==> config.mk <==
export PLATFORM = sky130hd
export DESIGN_NAME = prng_stream_adapter
export DESIGN_NICKNAME = d
export VERILOG_FILES = /design/src/rtl/prng_pkg.sv /design/src/rtl/prng_sample_fifo.sv /design/src/rtl/prng_stream_adapter.sv
export SDC_FILE = /design/constraint.sdc
export NUM_CORES = 1
export LEC_CHECK = 0
export ABC_AREA = 1
export BUFFER_PORTS_ARGS = -buffer_cell sky130_fd_sc_hd__buf_2
export CAP_MARGIN = 30
export CORE_UTILIZATION = 32
export CTS_CLUSTER_DIAMETER = 60
export CTS_CLUSTER_SIZE = 24
export DETAILED_ROUTE_END_ITERATION = 12
export GPL_ROUTABILITY_DRIVEN = 0
export GPL_TIMING_DRIVEN = 0
export PLACE_DENSITY = 0.45
export REMOVE_ABC_BUFFERS = 1
export SLEW_MARGIN = 20
export SYNTH_ARGS = -nofsm -noshare
export SYNTH_HDL_FRONTEND = slang
export SYNTH_HIERARCHICAL = 1
export SYNTH_SLANG_ARGS = --single-unit
==> constraint.sdc <==
create_clock -name clk -period 18.6 [get_ports clk]
set_input_delay 1.86 -clock clk [delete_from_list [all_inputs] [get_ports clk]]
set_output_delay 1.86 -clock clk [all_outputs]
set_load 0.02 [all_outputs]
==> src/rtl/prng_pkg.sv <==
// Shared widths and helpers for the PRNG stream adapter slice.
package prng_pkg;

  localparam int unsigned PRNG_DATA_W = 128;
  localparam int unsigned PRNG_OUT_W  = 32;

  function automatic int unsigned words_per_sample(input int unsigned data_w,
                                                   input int unsigned out_w);
    return data_w / out_w;
  endfunction

  // Index counter width; kept at least 1 bit so a single-word sample still elaborates.
  function automatic int unsigned idx_width(input int unsigned words);
    return (words > 1) ? $clog2(words) : 1;
  endfunction

endpackage

==> src/rtl/prng_sample_fifo.sv <==
// DEPTH x DATA_W synchronous sample FIFO with async reset; push into a full FIFO
// is accepted only when a pop happens on the same edge.
module prng_sample_fifo
  import prng_pkg::*;
#(
  parameter int unsigned DATA_W = PRNG_DATA_W,
  parameter int unsigned DEPTH  = 4
) (
  input  logic                     clk,
  input  logic                     rst,
  input  logic                     push_i,
  input  logic                     pop_i,
  input  logic [DATA_W-1:0]        wdata_i,
  output logic [DATA_W-1:0]        rdata_o,
  output logic                     full_o,
  output logic                     empty_o,
  output logic [$clog2(DEPTH):0]   level_o
);

  localparam int unsigned PTR_W = $clog2(DEPTH);
  localparam int unsigned LVL_W = PTR_W + 1;

  logic [DATA_W-1:0] mem_q [DEPTH];
  logic [PTR_W-1:0]  wr_ptr_q, wr_ptr_d;
  logic [PTR_W-1:0]  rd_ptr_q, rd_ptr_d;
  logic [LVL_W-1:0]  level_q, level_d;
  logic              do_push, do_pop;

  assign full_o  = (level_q == LVL_W'(DEPTH));
  assign empty_o = (level_q == '0);
  assign level_o = level_q;
  assign rdata_o = mem_q[rd_ptr_q];

  assign do_pop  = pop_i && !empty_o;
  assign do_push = push_i && (!full_o || do_pop);

  always_comb begin
    wr_ptr_d = wr_ptr_q;
    rd_ptr_d = rd_ptr_q;
    level_d  = level_q;
    if (do_push) begin
      wr_ptr_d = wr_ptr_q + PTR_W'(1);
    end
    if (do_pop) begin
      rd_ptr_d = rd_ptr_q + PTR_W'(1);
    end
    case ({do_push, do_pop})
      2'b10:   level_d = level_q + LVL_W'(1);
      2'b01:   level_d = level_q - LVL_W'(1);
      default: level_d = level_q;
    endcase
  end

  always_ff @(posedge clk or posedge rst) begin
    if (rst) begin
      wr_ptr_q <= '0;
      rd_ptr_q <= '0;
      level_q  <= '0;
    end else begin
      wr_ptr_q <= wr_ptr_d;
      rd_ptr_q <= rd_ptr_d;
      level_q  <= level_d;
    end
  end

  // Storage is not reset: clearing the pointers and level already discards every entry.
  always_ff @(posedge clk) begin
    if (do_push) begin
      mem_q[wr_ptr_q] <= wdata_i;
    end
  end

endmodule

==> src/rtl/prng_stream_adapter.sv <==
// Samples prng_output into a FIFO and streams each sample LSB-word first on valid/ready.
// Optional repeat/zero health check is enabled by defining PRNG_HEALTH_EN.
module prng_stream_adapter
  import prng_pkg::*;
#(
  parameter int unsigned DATA_W = PRNG_DATA_W,
  parameter int unsigned OUT_W  = PRNG_OUT_W,
  parameter int unsigned DEPTH  = 4,
  parameter int unsigned CNT_W  = 16
) (
  input  logic                   clk,
  input  logic                   reset,
  input  logic [DATA_W-1:0]      prng_output,
  input  logic                   sample_en,
  input  logic                   out_ready,
  output logic                   out_valid,
  output logic [OUT_W-1:0]       out_data,
  output logic [$clog2(DEPTH):0] fifo_level,
  output logic [CNT_W-1:0]       drop_cnt,
  output logic                   health_fail
);

  localparam int unsigned WORDS = words_per_sample(DATA_W, OUT_W);
  localparam int unsigned IDX_W = idx_width(WORDS);
  localparam logic [IDX_W-1:0] LAST_IDX = IDX_W'(WORDS - 1);

  logic [DATA_W-1:0] head;
  logic              fifo_full;
  logic              fifo_empty;
  logic              xfer;
  logic              pop;
  logic              push;
  logic              drop;
  logic              eligible;
  logic [IDX_W-1:0]  idx_q, idx_d;
  logic [CNT_W-1:0]  drop_cnt_q, drop_cnt_d;

  prng_sample_fifo #(
    .DATA_W (DATA_W),
    .DEPTH  (DEPTH)
  ) u_fifo (
    .clk     (clk),
    .rst     (reset),
    .push_i  (push),
    .pop_i   (pop),
    .wdata_i (prng_output),
    .rdata_o (head),
    .full_o  (fifo_full),
    .empty_o (fifo_empty),
    .level_o (fifo_level)
  );

  assign out_valid = !fifo_empty;
  assign xfer      = out_valid && out_ready;
  assign pop       = xfer && (idx_q == LAST_IDX);
  // A full FIFO still takes a sample when its head leaves on the same edge.
  assign push      = sample_en && eligible && (!fifo_full || pop);
  assign drop      = sample_en && eligible && fifo_full && !pop;

  always_comb begin
    out_data = '0;
    if (out_valid) begin
      out_data = head[idx_q*OUT_W +: OUT_W];
    end
  end

  always_comb begin
    idx_d = idx_q;
    if (xfer) begin
      idx_d = (idx_q == LAST_IDX) ? '0 : idx_q + IDX_W'(1);
    end
  end

  always_comb begin
    drop_cnt_d = drop_cnt_q;
    if (drop && (drop_cnt_q != '1)) begin
      drop_cnt_d = drop_cnt_q + CNT_W'(1);
    end
  end

  always_ff @(posedge clk or posedge reset) begin
    if (reset) begin
      idx_q      <= '0;
      drop_cnt_q <= '0;
    end else begin
      idx_q      <= idx_d;
      drop_cnt_q <= drop_cnt_d;
    end
  end

  assign drop_cnt = drop_cnt_q;

`ifdef PRNG_HEALTH_EN
  logic [DATA_W-1:0] last_q, last_d;
  logic              health_q, health_d;
  logic              repeat_hit;

  // Rejected samples never reach the FIFO and are not counted as drops.
  assign repeat_hit = (prng_output == last_q) || (prng_output == '0);
  assign eligible   = !repeat_hit;

  always_comb begin
    last_d   = last_q;
    health_d = health_q;
    if (sample_en) begin
      if (repeat_hit) begin
        health_d = 1'b1;
      end else begin
        last_d = prng_output;
      end
    end
  end

  always_ff @(posedge clk or posedge reset) begin
    if (reset) begin
      last_q   <= '0;
      health_q <= 1'b0;
    end else begin
      last_q   <= last_d;
      health_q <= health_d;
    end
  end

  assign health_fail = health_q;
`else
  assign eligible    = 1'b1;
  assign health_fail = 1'b0;
`endif

endmodule

=== Yosys cells after proc, flatten, opt, wreduce, memory -nomap -nowiden ===
Memory sizes are Yosys's and may differ from the RTL's.
Cells that the tools add are included.

* Memory bits (writable): 512
* Output and inout bits: 53
* Register bits: 25
* Memories kept: 1
* Word-level logic and storage cells: 38

* Muxes and demuxes: 5
* Eq/ne operators: 5
* Reductions and logical operators: 15
* Add/subtract/negate cells: 6
* Shift operators: 1

{| class="wikitable"
|+ Memory list
! memory !! words !! width !! rd ports !! clocked after Yosys merged registers in !! write ports !! RTL line !! source
|-
| u_fifo.mem_q || 4 || 128 || 1 || 0 || 1 || prng_sample_fifo.sv:23 || <nowiki>logic [DATA_W-1:0] mem_q [DEPTH];</nowiki>
|}

{| class="wikitable"
|+ Operators with widths
! kind !! count
|-
| 128-bit by 8-bit variable part select with 32-bit output || 1
|-
| 32-bit 2-to-1 mux || 1
|-
| 16-bit by 1-bit adder with 16-bit output, second input constant || 1
|-
| 16-bit inequality test, second input constant || 1
|-
| 1-bit logical AND || 8
|-
| 2-bit by 1-bit adder with 2-bit output, second input constant || 3
|-
| 3-bit one-hot mux with 2 select lines || 1
|-
| 2-bit equality test, second input constant || 2
|-
| 3-bit by 1-bit adder with 3-bit output, second input constant || 1
|-
| 3-bit equality test, second input constant || 1
|-
| 1-bit logical NOT || 3
|-
| 3-bit logical NOT || 1
|-
| 3-bit by 1-bit subtractor with 3-bit output, second input constant || 1
|-
| 2-bit by 1-bit equality test with 1-bit output, second input constant || 1
|-
| 1-bit logical OR || 2
|-
| 1-bit 2-to-1 mux || 2
|-
| 2-bit 2-to-1 mux || 1
|-
| 2-bit nonzero test || 1
|}

=== Logic depth before layout (Yosys ltp) ===
* Depth in word-level cells: 9
* Depth in mapped cells: 18
* Mapped depth without buffers: 17

=== Cells and area by module ===
The synthesis kept the hierarchy.

{| class="wikitable"
|+ Modules (own cells, without submodules)
! module !! cells each !! seq. area each (µm²) !! times used !! area each (µm²)
|-
| prng_sample_fifo || 1430 || 15549.9 || 1 || 19733.9
|-
| prng_stream_adapter || 415 || 450.4 || 1 || 2282.2
|}

=== Least setup slack after synthesis ===
OpenSTA, ideal clock, no wires.

* Kind: input-to-reg
* Start point: input out_ready
* End point: memory u_fifo/mem_q[0][0] in the netlist's numbering (enable)
* Stages on the path: 6
* Data arrival time: 7.898 ns
* Setup slack: 10.084 ns
* Path through: inv_1 nor2_4 nand2_4 a21boi_0 nand2_1 nor2_1

* Word-level cells in the longest chain between the ends: 7
* Elaborated cells on any way between the ends: 9

{| class="wikitable"
|+ Ends and longest elaborated chain
! item !! RTL line !! source
|-
| start: declaration || prng_stream_adapter.sv:15 || <nowiki>input logic out_ready,</nowiki>
|-
| 1-bit logical AND || prng_stream_adapter.sv:54 || <nowiki>assign xfer = out_valid && out_ready;</nowiki>
|-
| 1-bit logical AND || prng_stream_adapter.sv:55 || <nowiki>assign pop = xfer && (idx_q == LAST_IDX);</nowiki>
|-
| 1-bit logical OR || prng_stream_adapter.sv:57 || <nowiki>assign push = sample_en && eligible && (!fifo_full || pop);</nowiki>
|-
| 1-bit logical AND || prng_stream_adapter.sv:57 ||
|-
| named net push || prng_stream_adapter.sv:32 || <nowiki>logic push;</nowiki>
|-
| 1-bit logical AND || prng_sample_fifo.sv:35 || <nowiki>assign do_push = push_i && (!full_o || do_pop);</nowiki>
|-
| 1-bit 2-to-1 mux || prng_sample_fifo.sv:68 || <nowiki>if (do_push) begin</nowiki>
|-
| 1-bit 2-to-1 mux (implied by the code) || prng_sample_fifo.sv:69 || <nowiki>mem_q[wr_ptr_q] <= wdata_i;</nowiki>
|-
| end: declaration || prng_sample_fifo.sv:23 ||
|}

The timed path passes the listed nets, and every way through them passes these cells.

=== Worst setup path after layout ===
* Start point: register u_fifo.rd_ptr_q[0]
* End point: output out_data[23]

* Word-level cells in the longest chain between the ends: 3

{| class="wikitable"
|+ Ends and longest elaborated chain
! item !! RTL line !! source
|-
| start: declaration || prng_sample_fifo.sv:25 || <nowiki>logic [PTR_W-1:0] rd_ptr_q, rd_ptr_d;</nowiki>
|-
| start signal: assignment || prng_sample_fifo.sv:61 || <nowiki>rd_ptr_q <= rd_ptr_d;</nowiki>
|-
| memory 4 x 128 bit || n/a ||
|-
| named net head[87] || prng_stream_adapter.sv:27 || <nowiki>logic [DATA_W-1:0] head;</nowiki>
|-
| 128-bit by 8-bit variable part select with 32-bit output || prng_stream_adapter.sv:63 || <nowiki>out_data = head[idx_q*OUT_W +: OUT_W];</nowiki>
|-
| 32-bit 2-to-1 mux || prng_stream_adapter.sv:62 || <nowiki>if (out_valid) begin</nowiki>
|-
| end: declaration || prng_stream_adapter.sv:17 || <nowiki>output logic [OUT_W-1:0] out_data,</nowiki>
|}

The timed path passes the listed nets, and every way through them passes these cells.

==> results.cfg <==
[hold_path]
min_delay_path_depth = 2
worstHoldPathType = flop to flop

[timing]
finalMaxSlewViolations = 0
hold_viol = 0
tns_ns = 0
final.period_utilization_pct = 28.83
tightest_slew_ns = 0.8976
clock_skew_ns = 0.03067
setup_violations = 0
timing.fmax_ghz = 0.1865
fin_ws_ns = 13.24
timing.final.crit_period_ns = 5.363
grt_setup_unrepaired = false
slew_headroom_pct = 40.16

[critical_path]
rr_worst_depth = 14
worstPathMaxFanout = 196
critPathMaxStageDelay_ns = 0.64
worst-r2r-setup-slack_ns = 14.58
signal_arrival_time_at_the_worst_endpoint_ns = 3.50
start_kind = flop
worst-endpoint-required_ns = 16.74
cpMaxStageDelayCell = sky130_fd_sc_hd__dfrtp_4
path_cells = buf_12, inv_16, buf_16, o21ai_0, o21ai_1, nor2_1, nor2_1, o21ai_0, a21oi_1, buf_2
worst_setup_path_end_kind = output port
path_class = flop to output port

[drt]
post_detailed_route_wirelength_per_cell_um = 18.59
route.top_layer_used = met5
via_per_inst = 4.787
met1_length_um = 25210
via_count = 13960
drt_pre_antenna_iters = 5
dr.first_iter.drc_count = 745
detailroute.wirelength.met2_um = 25330
drt_drc_violations_left = 0
detail-route-antenna-nets = 0
postRouteWirelength_um = 54210
wl_met3_um = 2522

[cells_and_area]
layout.nets = 2146
drive_gt1_share_pct = 16.75
fillers = 6518
relative_area_change_from_synthesis_to_final_layout_pct = 18.27
finish.cell_count_without_fillers = 2916

[grt]
global_route.overflow_total = 0
gr-usage-all-layers_pct = 15.49
grt_first_pass_wirelength_um = 83340
first_global_vias = 13500
number_of_antenna_violations_at_the_first_check_in_global_routing = 16
maximum_number_of_pins_on_one_net_before_global_route_repair = 197

[logic_synthesis]
ys_warn_count = 6
synth_top_cell_by_area = sky130_fd_sc_hd__edfxtp_1
post_synth_num_cell_types = 32
synth-seq-cells = 537
synth.top_cell.area_share_pct = 69.83
syn_area_um2 = 22020
seq_area_frac_synth_pct = 72.68
synthTopCellsByArea = sky130_fd_sc_hd__edfxtp_1 (70%), sky130_fd_sc_hd__nor2_1 (9.1%), sky130_fd_sc_hd__o21ai_1 (5.2%)
synthCells = 1845
syn-mean-instance-area_um2 = 11.93

[clocking]
h_tree_level_count = 2
cts-hold-fix-buffers = 0
cts_clk_pin_slew_worst_paths_ns = 0.07
cts_tree = built
postCtsSetupBuffers = 0
numClockSinks = 537
clock_insertion_delay_worst_skew_ns = 0.59
cts_resized = 0
tritoncts.num_buffers = 47
clock_tree.buffer_depth = 3
root_buffer = sky130_fd_sc_hd__clkbuf_16

[floorplan]
floorplan.rows = 95
boundaryPins = 185
initial_utilization_pct = 32.55
die_w_um = 264.3
fp.coreArea_um2 = 67630
die_h_um = 264.3
die_area_um2 = 69850

[power_and_ir_drop]
static-leakage-power_nw = 9.092
power.density_nw_per_um2 = 162.2
power.ir.vdd_worst_v = 0.00009814

[status]
status = complete, no violations

[place]
io_buffers = 183
dp_hpwl_um = 31780
dp_worst_setup_slack_ns = 13.61
post-place-cells = 2830

[flow_run]
timing.max_cap.violations = 0
-- critical path: cells and delay by family, from the launching register on --
family / cells / cell delay, ns
and+or+nand+nor: 2 / 0.16
DFF: 1 / 0.64
buffers and inverters: 4 / 1.26
AOI/OAI and AO/OA: 4 / 0.69
-- per-layer routing --
| layer | up-vias | track usage, % |
|---|---|---|
| li1 | 6847 | - |
| met2 | 213 | 25.14 |
| met1 | 6775 | 21.00 |
| met3 | 94 | 3.551 |
| met5 | - | 0 |
| met4 | 30 | 3.614 |
-- cell families after synthesis --
| kind of cell | Yosys count | synth area share (%) |
|---|---|---|
| other | 1 | 0.01703 |
| DFF | 537 | 72.68 |
| buffers and inverters | 149 | 3.660 |
| xor gates and xnor gates | 7 | 0.2785 |
| and+or+nand+nor | 651 | 11.58 |
| AOI/OAI and AO/OA | 492 | 11.30 |
| adders and majority gates | 8 | 0.4887 |
-- path summary, 6_finish.rpt --
check                                                from                             end
setup / recovery           u_fifo/rd_ptr_q[0]$_DFFE_PP0P_                    out_data[23]
setup reg to reg            u_fifo/level_o[2]$_DFFE_PP0P_    u_fifo/mem_q[2][5]$_DFFE_PP_
hold / removal             u_fifo/wr_ptr_q[0]$_DFFE_PP0P_  u_fifo/wr_ptr_q[0]$_DFFE_PP0P_
max in group asynchronous                           reset            idx_q[1]$_DFFE_PP0P_
hold reg to reg            u_fifo/wr_ptr_q[0]$_DFFE_PP0P_  u_fifo/wr_ptr_q[0]$_DFFE_PP0P_
min in group asynchronous                           reset  u_fifo/rd_ptr_q[1]$_DFFE_PP0P_
-- sequential cells by signal, indices dropped and copies added, names as in the netlist --
register / count
u_fifo/wr_ptr_q: 2
u_fifo/rd_ptr_q: 2
drop_cnt: 16
idx_q: 2
u_fifo/mem_q: 512
u_fifo/level_o: 3
-- synth_stat cells (all sizes together) --
master,n
a21boi,1
a21oi,32
buf,75
clkbuf,38
conb,1
dfrtp,25
edfxtp,512
fa,1
ha,7
inv,36
nand2,90
nand3,16
nand4,6
nor2,538
nor3,1
o21ai,459
xnor2,2
xor2,5
-- cell type report --
class	count	area, um2	area share, %
Sequential cell	537	16010	61.49
Multi-Input combinational cell	1159	5240	20.12
Timing Repair Buffer	225	1924	7.391
Clock buffer	53	1241	4.767
Tap cell	873	1092	4.195
Clock inverter	32	359.1	1.379
Inverter	36	166.4	0.6391
Antenna cell	1	2.502	0.009611
-- per-stage QoR --
step	hold slack, ns	util, %	power (mW)	cell area, um2
6_report	0.5488	38.50	4.224	26040
5_1_grt	0.5737	38.49	4.502	26040
4_1_cts	0.5497	38.49	4.307	26040
3_5_place_dp	0.5334	36.13	3.286	24430
3_3_place_gp	0.5026	34.53	3.323	23360
2_1_floorplan	0.4841	-	2.672	21350
-- layout by cell type (no fill, tap or decap), drive strengths merged --
cell type	instances
a21boi	1
nand2	90
xor2	5
a21oi	32
nand4	6
xnor2	2
nand3	16
ha	7
buf	225
edfxtp	512
conb	1
clkinv	15
clkbuf	53
clkinvlp	3
o21ai	459
diode	1
nor2	538
nor3	1
fa	1
inv	50
dfrtp	25
-- where the power goes --
group,switching (mW),total [mW],internal (mW)
clock,0.493,1.00,0.512
sequential,0.101,1.69,1.59
combinational,1.02,1.53,0.502
total,1.62,4.22,2.60
No activity file was read; power rests on OpenSTA's default activity.
